===== src/rtl/mem_arbiter_pkg.sv =====
// Shared types and constants for the instruction/data memory port arbiter.
// States are plain 2-bit constants so legacy code can compare them directly.
package mem_arbiter_pkg;

   typedef logic [1:0] arb_state_t;

   localparam arb_state_t ARB_IDLE   = 2'd0;
   localparam arb_state_t ARB_BUSY_I = 2'd1;
   localparam arb_state_t ARB_BUSY_D = 2'd2;
   localparam arb_state_t ARB_DONE   = 2'd3;

   typedef enum logic {
      ARB_PORT_I = 1'b0,
      ARB_PORT_D = 1'b1
   } arb_port_t;

   localparam logic [1:0] MEM_SIZE_B = 2'b00;
   localparam logic [1:0] MEM_SIZE_H = 2'b01;
   localparam logic [1:0] MEM_SIZE_W = 2'b10;

   // Round-robin: on a tie the port that did not win last time is chosen.
   function automatic logic pick_fetch(input logic fetch_req, input logic data_req,
                                       input arb_port_t last);
      return fetch_req && (!data_req || (last == ARB_PORT_D));
   endfunction

endpackage


===== src/rtl/mem_arbiter.sv =====
// Round-robin arbiter sharing one memory port between fetch (I) and load/store (D).
// One transaction in flight; completion is a one-cycle ready pulse to the winner.
module mem_arbiter
   import mem_arbiter_pkg::*;
#(
   parameter int DATA_WIDTH = 32,
   parameter int ADDR_WIDTH = 32
) (
   input  logic                  clk,
   input  logic                  rst_n,
   input  logic                  i_req,
   input  logic [ADDR_WIDTH-1:0] i_addr,
   output logic [DATA_WIDTH-1:0] i_rdata,
   output logic                  i_ready,
   input  logic                  d_req,
   input  logic                  d_we,
   input  logic [ADDR_WIDTH-1:0] d_addr,
   input  logic [DATA_WIDTH-1:0] d_wdata,
   input  logic [1:0]            d_size,
   input  logic                  d_sign,
   output logic [DATA_WIDTH-1:0] d_rdata,
   output logic                  d_ready,
   output logic                  m_valid,
   output logic                  m_we,
   output logic [ADDR_WIDTH-1:0] m_addr,
   output logic [DATA_WIDTH-1:0] m_wdata,
   output logic [1:0]            m_size,
   output logic                  m_sign,
   input  logic [DATA_WIDTH-1:0] m_rdata,
   input  logic                  m_ready
);

   arb_state_t state;
   arb_port_t  last_grant;
   logic       grant_i;
   logic       grant_d;

   assign grant_i = pick_fetch(i_req, d_req, last_grant);
   assign grant_d = d_req && !grant_i;

   always_ff @(posedge clk or negedge rst_n) begin
      if (!rst_n) begin
         state      <= ARB_IDLE;
         last_grant <= ARB_PORT_D;
         m_valid    <= 1'b0;
         m_we       <= 1'b0;
         m_addr     <= '0;
         m_wdata    <= '0;
         m_size     <= '0;
         m_sign     <= 1'b0;
         i_ready    <= 1'b0;
         d_ready    <= 1'b0;
         i_rdata    <= '0;
         d_rdata    <= '0;
      end else begin
         case (state)
            ARB_IDLE: begin
               if (grant_i) begin
                  m_valid    <= 1'b1;
                  m_we       <= 1'b0;
                  m_addr     <= i_addr;
                  m_wdata    <= '0;
                  m_size     <= MEM_SIZE_W;
                  m_sign     <= 1'b1;
                  last_grant <= ARB_PORT_I;
                  state      <= ARB_BUSY_I;
               end else if (grant_d) begin
                  m_valid    <= 1'b1;
                  m_we       <= d_we;
                  m_addr     <= d_addr;
                  m_wdata    <= d_wdata;
                  m_size     <= d_size;
                  m_sign     <= d_sign;
                  last_grant <= ARB_PORT_D;
                  state      <= ARB_BUSY_D;
               end
            end
            ARB_BUSY_I: begin
               if (m_ready) begin
                  i_rdata <= m_rdata;
                  i_ready <= 1'b1;
                  m_valid <= 1'b0;
                  state   <= ARB_DONE;
               end
            end
            ARB_BUSY_D: begin
               if (m_ready) begin
                  // Stores leave the last load result visible.
                  if (!m_we) begin
                     d_rdata <= m_rdata;
                  end
                  d_ready <= 1'b1;
                  m_valid <= 1'b0;
                  state   <= ARB_DONE;
               end
            end
            ARB_DONE: begin
               i_ready <= 1'b0;
               d_ready <= 1'b0;
               state   <= ARB_IDLE;
            end
         endcase
      end
   end

endmodule


===== config.mk =====
export PLATFORM = sky130hd
export DESIGN_NAME = mem_arbiter
export DESIGN_NICKNAME = d
export VERILOG_FILES = /design/src/rtl/mem_arbiter_pkg.sv /design/src/rtl/mem_arbiter.sv
export SDC_FILE = /design/constraint.sdc
export NUM_CORES = 1
export LEC_CHECK = 0
export CAP_MARGIN = 40
export CELL_PAD_IN_SITES_DETAIL_PLACEMENT = 1
export CELL_PAD_IN_SITES_GLOBAL_PLACEMENT = 1
export CORE_ASPECT_RATIO = 1.1
export CORE_MARGIN = 4
export CORE_UTILIZATION = 30
export CTS_CLUSTER_SIZE = 16
export DETAILED_ROUTE_END_ITERATION = 10
export PLACE_DENSITY = 0.81
export RECOVER_POWER = 25
export SETUP_SLACK_MARGIN = 0.05
export SLEW_MARGIN = 25
export SYNTH_ARGS = -nofsm -noshare
export SYNTH_HDL_FRONTEND = slang
export SYNTH_SLANG_ARGS = --single-unit

===== constraint.sdc =====
create_clock -name clk -period 3.2 [get_ports clk]
set_clock_uncertainty 0.2 [all_clocks]
set_input_delay 0.64 -clock clk [delete_from_list [all_inputs] [get_ports clk]]
set_output_delay 0.64 -clock clk [all_outputs]
set_load 0.005 [all_outputs]

# Word level (Yosys, flattened, before mapping)
# Index checks and enable logic that the tools add are counted.
# Widths: inputs -> output; s select.
[word_totals] memories=0 wordCells=60 mem_bits_rw=0 latchBits=0 ff_bits=138 romBits=0
[op_classes] n_reduce_logical=18 n_div=0 n_lt_le_gt_ge=0 addsub=0 n_eq_ne=7 shift=0 bitwise_logic=1 n_mul=0 n_mux=22
[op_table] operator="$mux 32" count=4
[op_table] operator="$mux 2" count=5
[op_table] operator="$reduce_and 2->1" count=5
[op_table] operator="$mux 1" count=9
[op_table] operator="$reduce_bool 2->1" count=4
[op_table] operator="$pmux 1 s2" count=3
[op_table] operator="$pmux 2 s3" count=1
[op_table] operator="$reduce_and 3->1" count=2
[op_table] operator="$eq 2x2->1 const B" count=2
[op_table] operator="$ne 2x2->1 const B" count=2
[op_table] operator="$ne 3x3->1 const B" count=1
[op_table] operator="$eq 2x1->1 const B" count=1
[op_table] operator="$logic_and 1x1->1" count=2
[op_table] operator="$logic_not 1->1" count=2
[op_table] operator="$logic_not 2->1" count=1
[op_table] operator="$ne 2x1->1 const B" count=1
[op_table] operator="$reduce_or 2->1" count=1
[op_table] operator="$logic_or 1x1->1" count=1
[op_table] operator="$not 1->1" count=1

# Depth between registers and ports, before layout
# Gate-level depths: netlist (run 1).
[logic_depth] ltp_word=8 ltp_mapped=7

# Worst setup path before layout (run 1)
# OpenSTA, ideal clock, no wires.
[synth_path] path_kind="input to register" from="input m_ready" to="register d_rdata[0]" path_slack_ps=1386 path_buffers=2 required_time_ps=2875 setup_time_ps=125 arrival_time_ps=1489 stages=4 path_cell_list="buf_2 nand3b_1 buf_2 mux2_2"
[synth_via] elab_chain_cells=1
[synth_rtl] element="start: declaration" line="mem_arbiter.sv:30" rtl="input logic m_ready"
[synth_rtl] element="$reduce_and 3->1 (no line)"
[synth_rtl] element="end signal: assignment" line="mem_arbiter.sv:90" rtl="d_rdata <= m_rdata;"
[synth_rtl] element="end: declaration" line="mem_arbiter.sv:21" rtl="output logic [DATA_WIDTH-1:0] d_rdata,"
# Every way passes these cells.
# A chain may end at the register's enable or synchronous reset.

==> results of run 1 <==
synthesized netlist by cell type, types with 5 or more instances:
cell	number	share of area, %
dfrtp_1	137	61
mux2_2	65	13
a21oi_1	37	3.3
a22o_1	34	5.3
nor2_1	34	2.3
a31oi_1	32	3.6
o21ai_0	30	2.7
buf_2	16	1.4
clkbuf_1	10	0.67
inv_1	7	0.47
ha_1	5	1.1
through the flow:
step	cells	total power, uW	worst slack, ns
2_1_floorplan	438	4600	1.39
3_3_place_gp	930	6760	0.614
3_5_place_dp	930	6960	0.464
4_1_cts	963	9220	0.902
5_1_grt	964	9660	0.496
6_report	964	9080	0.788
cells by family after synthesis:
group / after synthesis / share of synthesized area [%]
buffers and inverters: 42 / 3.95
flip-flops: 138 / 61.9
multiplexers: 66 / 13.3
AO/OA/AOI/OAI: 145 / 16.7
adder cells (fa/ha/maj): 5 / 1.12
AND/OR/NAND/NOR: 42 / 3.07
registers in the layout, summed over array words and instances (netlist names):
| name | flops |
|---|---|
| m_sign | 1 |
| i_ready | 1 |
| last_grant | 1 |
| m_size | 2 |
| i_rdata | 32 |
| m_wdata | 32 |
| m_valid | 1 |
| m_addr | 32 |
| m_we | 1 |
| d_rdata | 32 |
| state | 2 |
| d_ready | 1 |
how the worst max path moves through the flow:
| stage | end | cells past startpoint | startpoint |
|---|---|---|---|
| 6_report | last_grant$_DFFE_PN1P_ | 3 | rst_n |
| 5_1_grt | last_grant$_DFFE_PN1P_ | 3 | rst_n |
| 4_1_cts | m_addr[27]$_DFFE_PN0P_ | 4 | i_req |
| 3_5_place_dp | m_addr[4]$_DFFE_PN0P_ | 4 | i_req |
| 3_3_place_gp | m_addr[0]$_DFFE_PN0P_ | 4 | i_req |
| 2_1_floorplan | d_rdata[0]$_DFFE_PN0P_ | 4 | m_ready |
critical path, delay by kind of cell:
kind	cells	cell delay [ns]
buf+inv	3	2.07
report_power, final:
| part | internal (uW) | total, uW | leakage (uW) | switching (uW) |
|---|---|---|---|---|
| clock network | 1440 | 2190 | 0.000322 | 756 |
| registers | 2600 | 3100 | 0.00164 | 494 |
| logic | 2360 | 3780 | 0.00186 | 1420 |
cell type report:
| type | instances | area, sq um |
|---|---|---|
| fill | 1908 | 9150 |
| sequential | 138 | 3450 |
| timing repair buffer | 286 | 2840 |
| multi-input combinational | 258 | 1910 |
| clock buffer | 20 | 457 |
| tap | 243 | 304 |
| clock inverter | 12 | 210 |
| inverter | 7 | 26.3 |
routing by layer:
metal | up-vias | part of all wire [%] | wire length [um]
li1 | 2124 | - | -
met1 | 2351 | 40 | 7460
met2 | 210 | 51 | 9390
met3 | 38 | 5.8 | 1070
met4 | 0 | 3.0 | 560
met5 | - | 0 | 0
timing repair:
item                                   4_1_cts  5_1_grt
hold buffers                                 1        0
buffers inserted                             0        0
endpoints found under the hold margin       43        0
==> qor.yml, run 1 <==
numCtsBuffers: 17
grt_pass1_vias: 5326
hold_start: "m_wdata[1]$_DFFE_PN0P_"
fin_crit_sh_pct: 75.4
track_usage_pct: 17.6
fin_hold_ws_ns: 0.300
critPathKind: "in -> async"
drtPass1Iterations: 4
pin_count: 272
ctsRootBufferMaster: "clkbuf_16"
setup-tns-final_ns: 0
clk_latency_ns: 0.41
required_ns: 3.52
final_area_sq_mm: 0.00920
synth_warnings: 0
synthArstFlopShare_pct: 100
max_clock_freq_mhz: 415
synthCells: 438
hold_violations: 0
timing.rr.end: "state[0]$_DFFE_PN0P_"
wire_per_inst_um: 19.2
period_minus_slack_ns: 2.41
place.gp.congestion: 0.848
cp.arrival_ns: 2.73
path_max_fanout: 54
drc: 0
leakagePower_uw: 0.00383
r2r_slack_ns: 1.23
num_vias: 4723
grt_max_degree: 55
synth_nets: 580
worst_pin_slew_ns: 1.42
wirelength_um: 18500
rows: 52
grt_pass1_wl_um: 29400
drv_slew: 0
viasPerCell: 4.90
synthToLayoutAreaGrowth_pct: 64.9
cts_tree: "yes"
io_buffers: 271
fp.coreArea_sq_mm: 0.0183
busiest_layer: "met2"
placed_area_sq_mm: 0.00852
avgSynthCellArea_sq_um: 12.7
htree_levels: 4
path_cells: "dlygate4sd3_1 > clkbuf_2 > buf_4"
design.die.area_sq_mm: 0.0209
antenna_left: 0
rsz0062_at_grt: "false"
hold_path_end: "m_wdata[1]$_DFFE_PN0P_"
worst_setup_path_end_kind: "async pin"
yosysSeqAreaShare_pct: 61.9
initial_utilization_pct: 30.4
ys.flop_type: "dfrtp_1"
ys_seq_elements: 138
worstSetupStartpointType: "input port"
final_cell_mix: "269 x clkdlybuf4s50_1, 137 x dfrtp_1, 65 x mux2_2, 37 x a21oi_1"
powerDensity_mw_per_mm2: 987
synth_edf_count: 0
use_met1_pct: 21.2
gr-usage-met3_pct: 4.86
overflow: 0
die_h_um: 151
antenna_cells: 0
antenna_found_initial: 0
ys_types: 29
final_common_cell: "clkdlybuf4s50_1"
cap_viol_max_count: 0
maxSlewHeadroom_pct: 5.32
hold_class: "reg -> reg"
clockBufferDepth: 2
use_met2_pct: 30.3
rr_worst_depth: 5
max_stage_delay_ns: 1.05
ctsResizeCount: 0
hold_depth: 1
cts_sinks: 138
setup_viol: 0
cp_slowest_cell: "clkbuf_2"
drive_above_1_share_pct: 15.8
nNetsFinal: 850
die_width_um: 138
irDropWorstVdd_mv: 0.389
r2r-start: "state[0]$_DFFE_PN0P_"
outcome: "complete, no violations"
place_hpwl_um: 13800
drt-initial-drc-count: 172
syn_area_sq_mm: 0.00558
clk_pin_slew_worst_paths_ns: 0.06
final_core_util_pct: 50.1
(Power assumes the default switching activity.)
==> run 2, diff against run 1 <==
--- a/config.mk
+++ b/config.mk
@@ -10,10 +10,10 @@
 export CELL_PAD_IN_SITES_GLOBAL_PLACEMENT = 1
 export CORE_ASPECT_RATIO = 1.1
 export CORE_MARGIN = 4
-export CORE_UTILIZATION = 30
+export CORE_UTILIZATION = 28
 export CTS_CLUSTER_SIZE = 16
 export DETAILED_ROUTE_END_ITERATION = 10
-export PLACE_DENSITY = 0.81
+export PLACE_DENSITY = 0.79
 export RECOVER_POWER = 25
 export SETUP_SLACK_MARGIN = 0.05
 export SLEW_MARGIN = 25
==> constraint.sdc (replaced) <==
create_clock -name clk -period 2.1 [get_ports clk]
set_clock_uncertainty 0.2 [all_clocks]
set_input_delay 0.42 -clock clk [delete_from_list [all_inputs] [get_ports clk]]
set_output_delay 0.42 -clock clk [all_outputs]
set_load 0.005 [all_outputs]
==> qor.yml, run 2 (synthesized netlist as in run 1, its figures left out) <==
cts_sinks: 138
final_core_util_pct: 47.9
place.gp.congestion: 0.813
num_vias: 4784
worst_pin_slew_ns: 0.951
r2r-start: "state[0]$_DFFE_PN0P_"
setup_viol: 0
required_ns: 1.48
irDropWorstVdd_mv: 0.577
cp_slowest_cell: "clkdlybuf4s50_1"
ctsRootBufferMaster: "clkbuf_16"
cp.arrival_ns: 1.34
r2r_slack_ns: 0.19
wirelength_um: 19200
critPathKind: "reg -> out"
rows: 53
antenna_found_initial: 0
numCtsBuffers: 17
placed_cells: 942
grt_pass1_wl_um: 30200
track_usage_pct: 17.2
antenna_cells: 0
critPathBufInv: 1
drive_above_1_share_pct: 16.6
drt-initial-drc-count: 155
rsz0062_at_grt: "false"
final_cell_mix: "270 x clkdlybuf4s50_1, 137 x dfrtp_1, 65 x mux2_2, 36 x a21oi_1"
clockBufferDepth: 2
grt_pass1_vias: 5456
powerDensity_mw_per_mm2: 1480
hold_start: "i_rdata[14]$_DFFE_PN0P_"
cts_tree: "yes"
period_minus_slack_ns: 1.96
wire_per_inst_um: 19.7
path_max_fanout: 3
final_cells: 975
drv_slew: 0
cap_viol_max_count: 0
clk_latency_ns: 0.41
worst_setup_path_end_kind: "primary output"
fin_crit_sh_pct: 93.3
max_clock_freq_mhz: 511
fp.coreArea_sq_mm: 0.0194
grt_max_degree: 67
synthToLayoutAreaGrowth_pct: 66.2
viasPerCell: 4.91
final_common_cell: "clkdlybuf4s50_1"
outcome: "complete, no violations"
path_cells: "clkdlybuf4s50_1"
drc: 0
hold_violations: 0
initial_utilization_pct: 28.8
die_width_um: 143
design.die.area_sq_mm: 0.0223
hold_class: "reg -> reg"
max_stage_delay_ns: 0.55
overflow: 0
nNetsFinal: 857
antenna_left: 0
pin_count: 272
leakagePower_uw: 0.00385
crit_start: "d_ready$_DFFE_PN0P_"
clk_pin_slew_worst_paths_ns: 0.06
die_h_um: 156
cp_top_family: "buffers and inverters"
htree_levels: 4
place_hpwl_um: 14300
drtPass1Iterations: 4
worstSetupStartpointType: "register"
maxSlewHeadroom_pct: 36.6
io_buffers: 271
post_cts_buffers: 0
## run 2: area by class of cell
class	count	area [sq um]
Sequential cell	138	3450
Tap cell	247	309
Timing Repair Buffer	293	2970
Clock buffer	20	447
Clock inverter	12	164
Multi-Input combinational cell	258	1910
Fill cell	1977	10100
Inverter	7	26.3
## run 2: metal layers
layer	share of wire, %	global-route usage (%)	routed length (um)
met1	39	19.9	7440
met2	53	30.6	10100
met3	6.5	4.23	1250
met4	2.2	6.47	418
met5	0	0	0
## run 2: what timing repair did
item / in CTS / in global routing
endpoints found under the setup margin: 0 / 1
hold buffers: 1 / 0
hold endpoints to repair: 31 / 0
resized for setup: 0 / 1
## run 2: stage by stage
stage	total power, uW	setup TNS [ns]	setup slack, ns	hold WS, ns	area, sq um
after floorplan	7010	0	0.393	-0.0756	5580
after global placement	10500	-0.0387	-0.0144	0.153	8680
after detailed placement	10800	-3.79	-0.124	0.154	8680
after CTS	14000	0	0.0746	0.267	9300
after global routing	14600	0	0.0622	0.311	9280
final	13800	0	0.142	0.307	9280
## run 2: where the power goes
| part | switching [uW] | leakage, uW | internal [uW] |
|---|---|---|---|
| clock network | 1180 | 0.000290 | 1920 |
| registers | 769 | 0.00164 | 3970 |
| logic | 2220 | 0.00192 | 3720 |
## run 2: worst paths after layout
path	to	cells after the start
max in group asynchronous	d_rdata[2]$_DFFE_PN0P_	3
worst min-delay path	i_rdata[14]$_DFFE_PN0P_	1
worst max register to register	state[0]$_DFFE_PN0P_	6
worst min register to register	i_rdata[14]$_DFFE_PN0P_	1
worst max-delay path	d_ready	1
min in group asynchronous	m_addr[12]$_DFFE_PN0P_	2
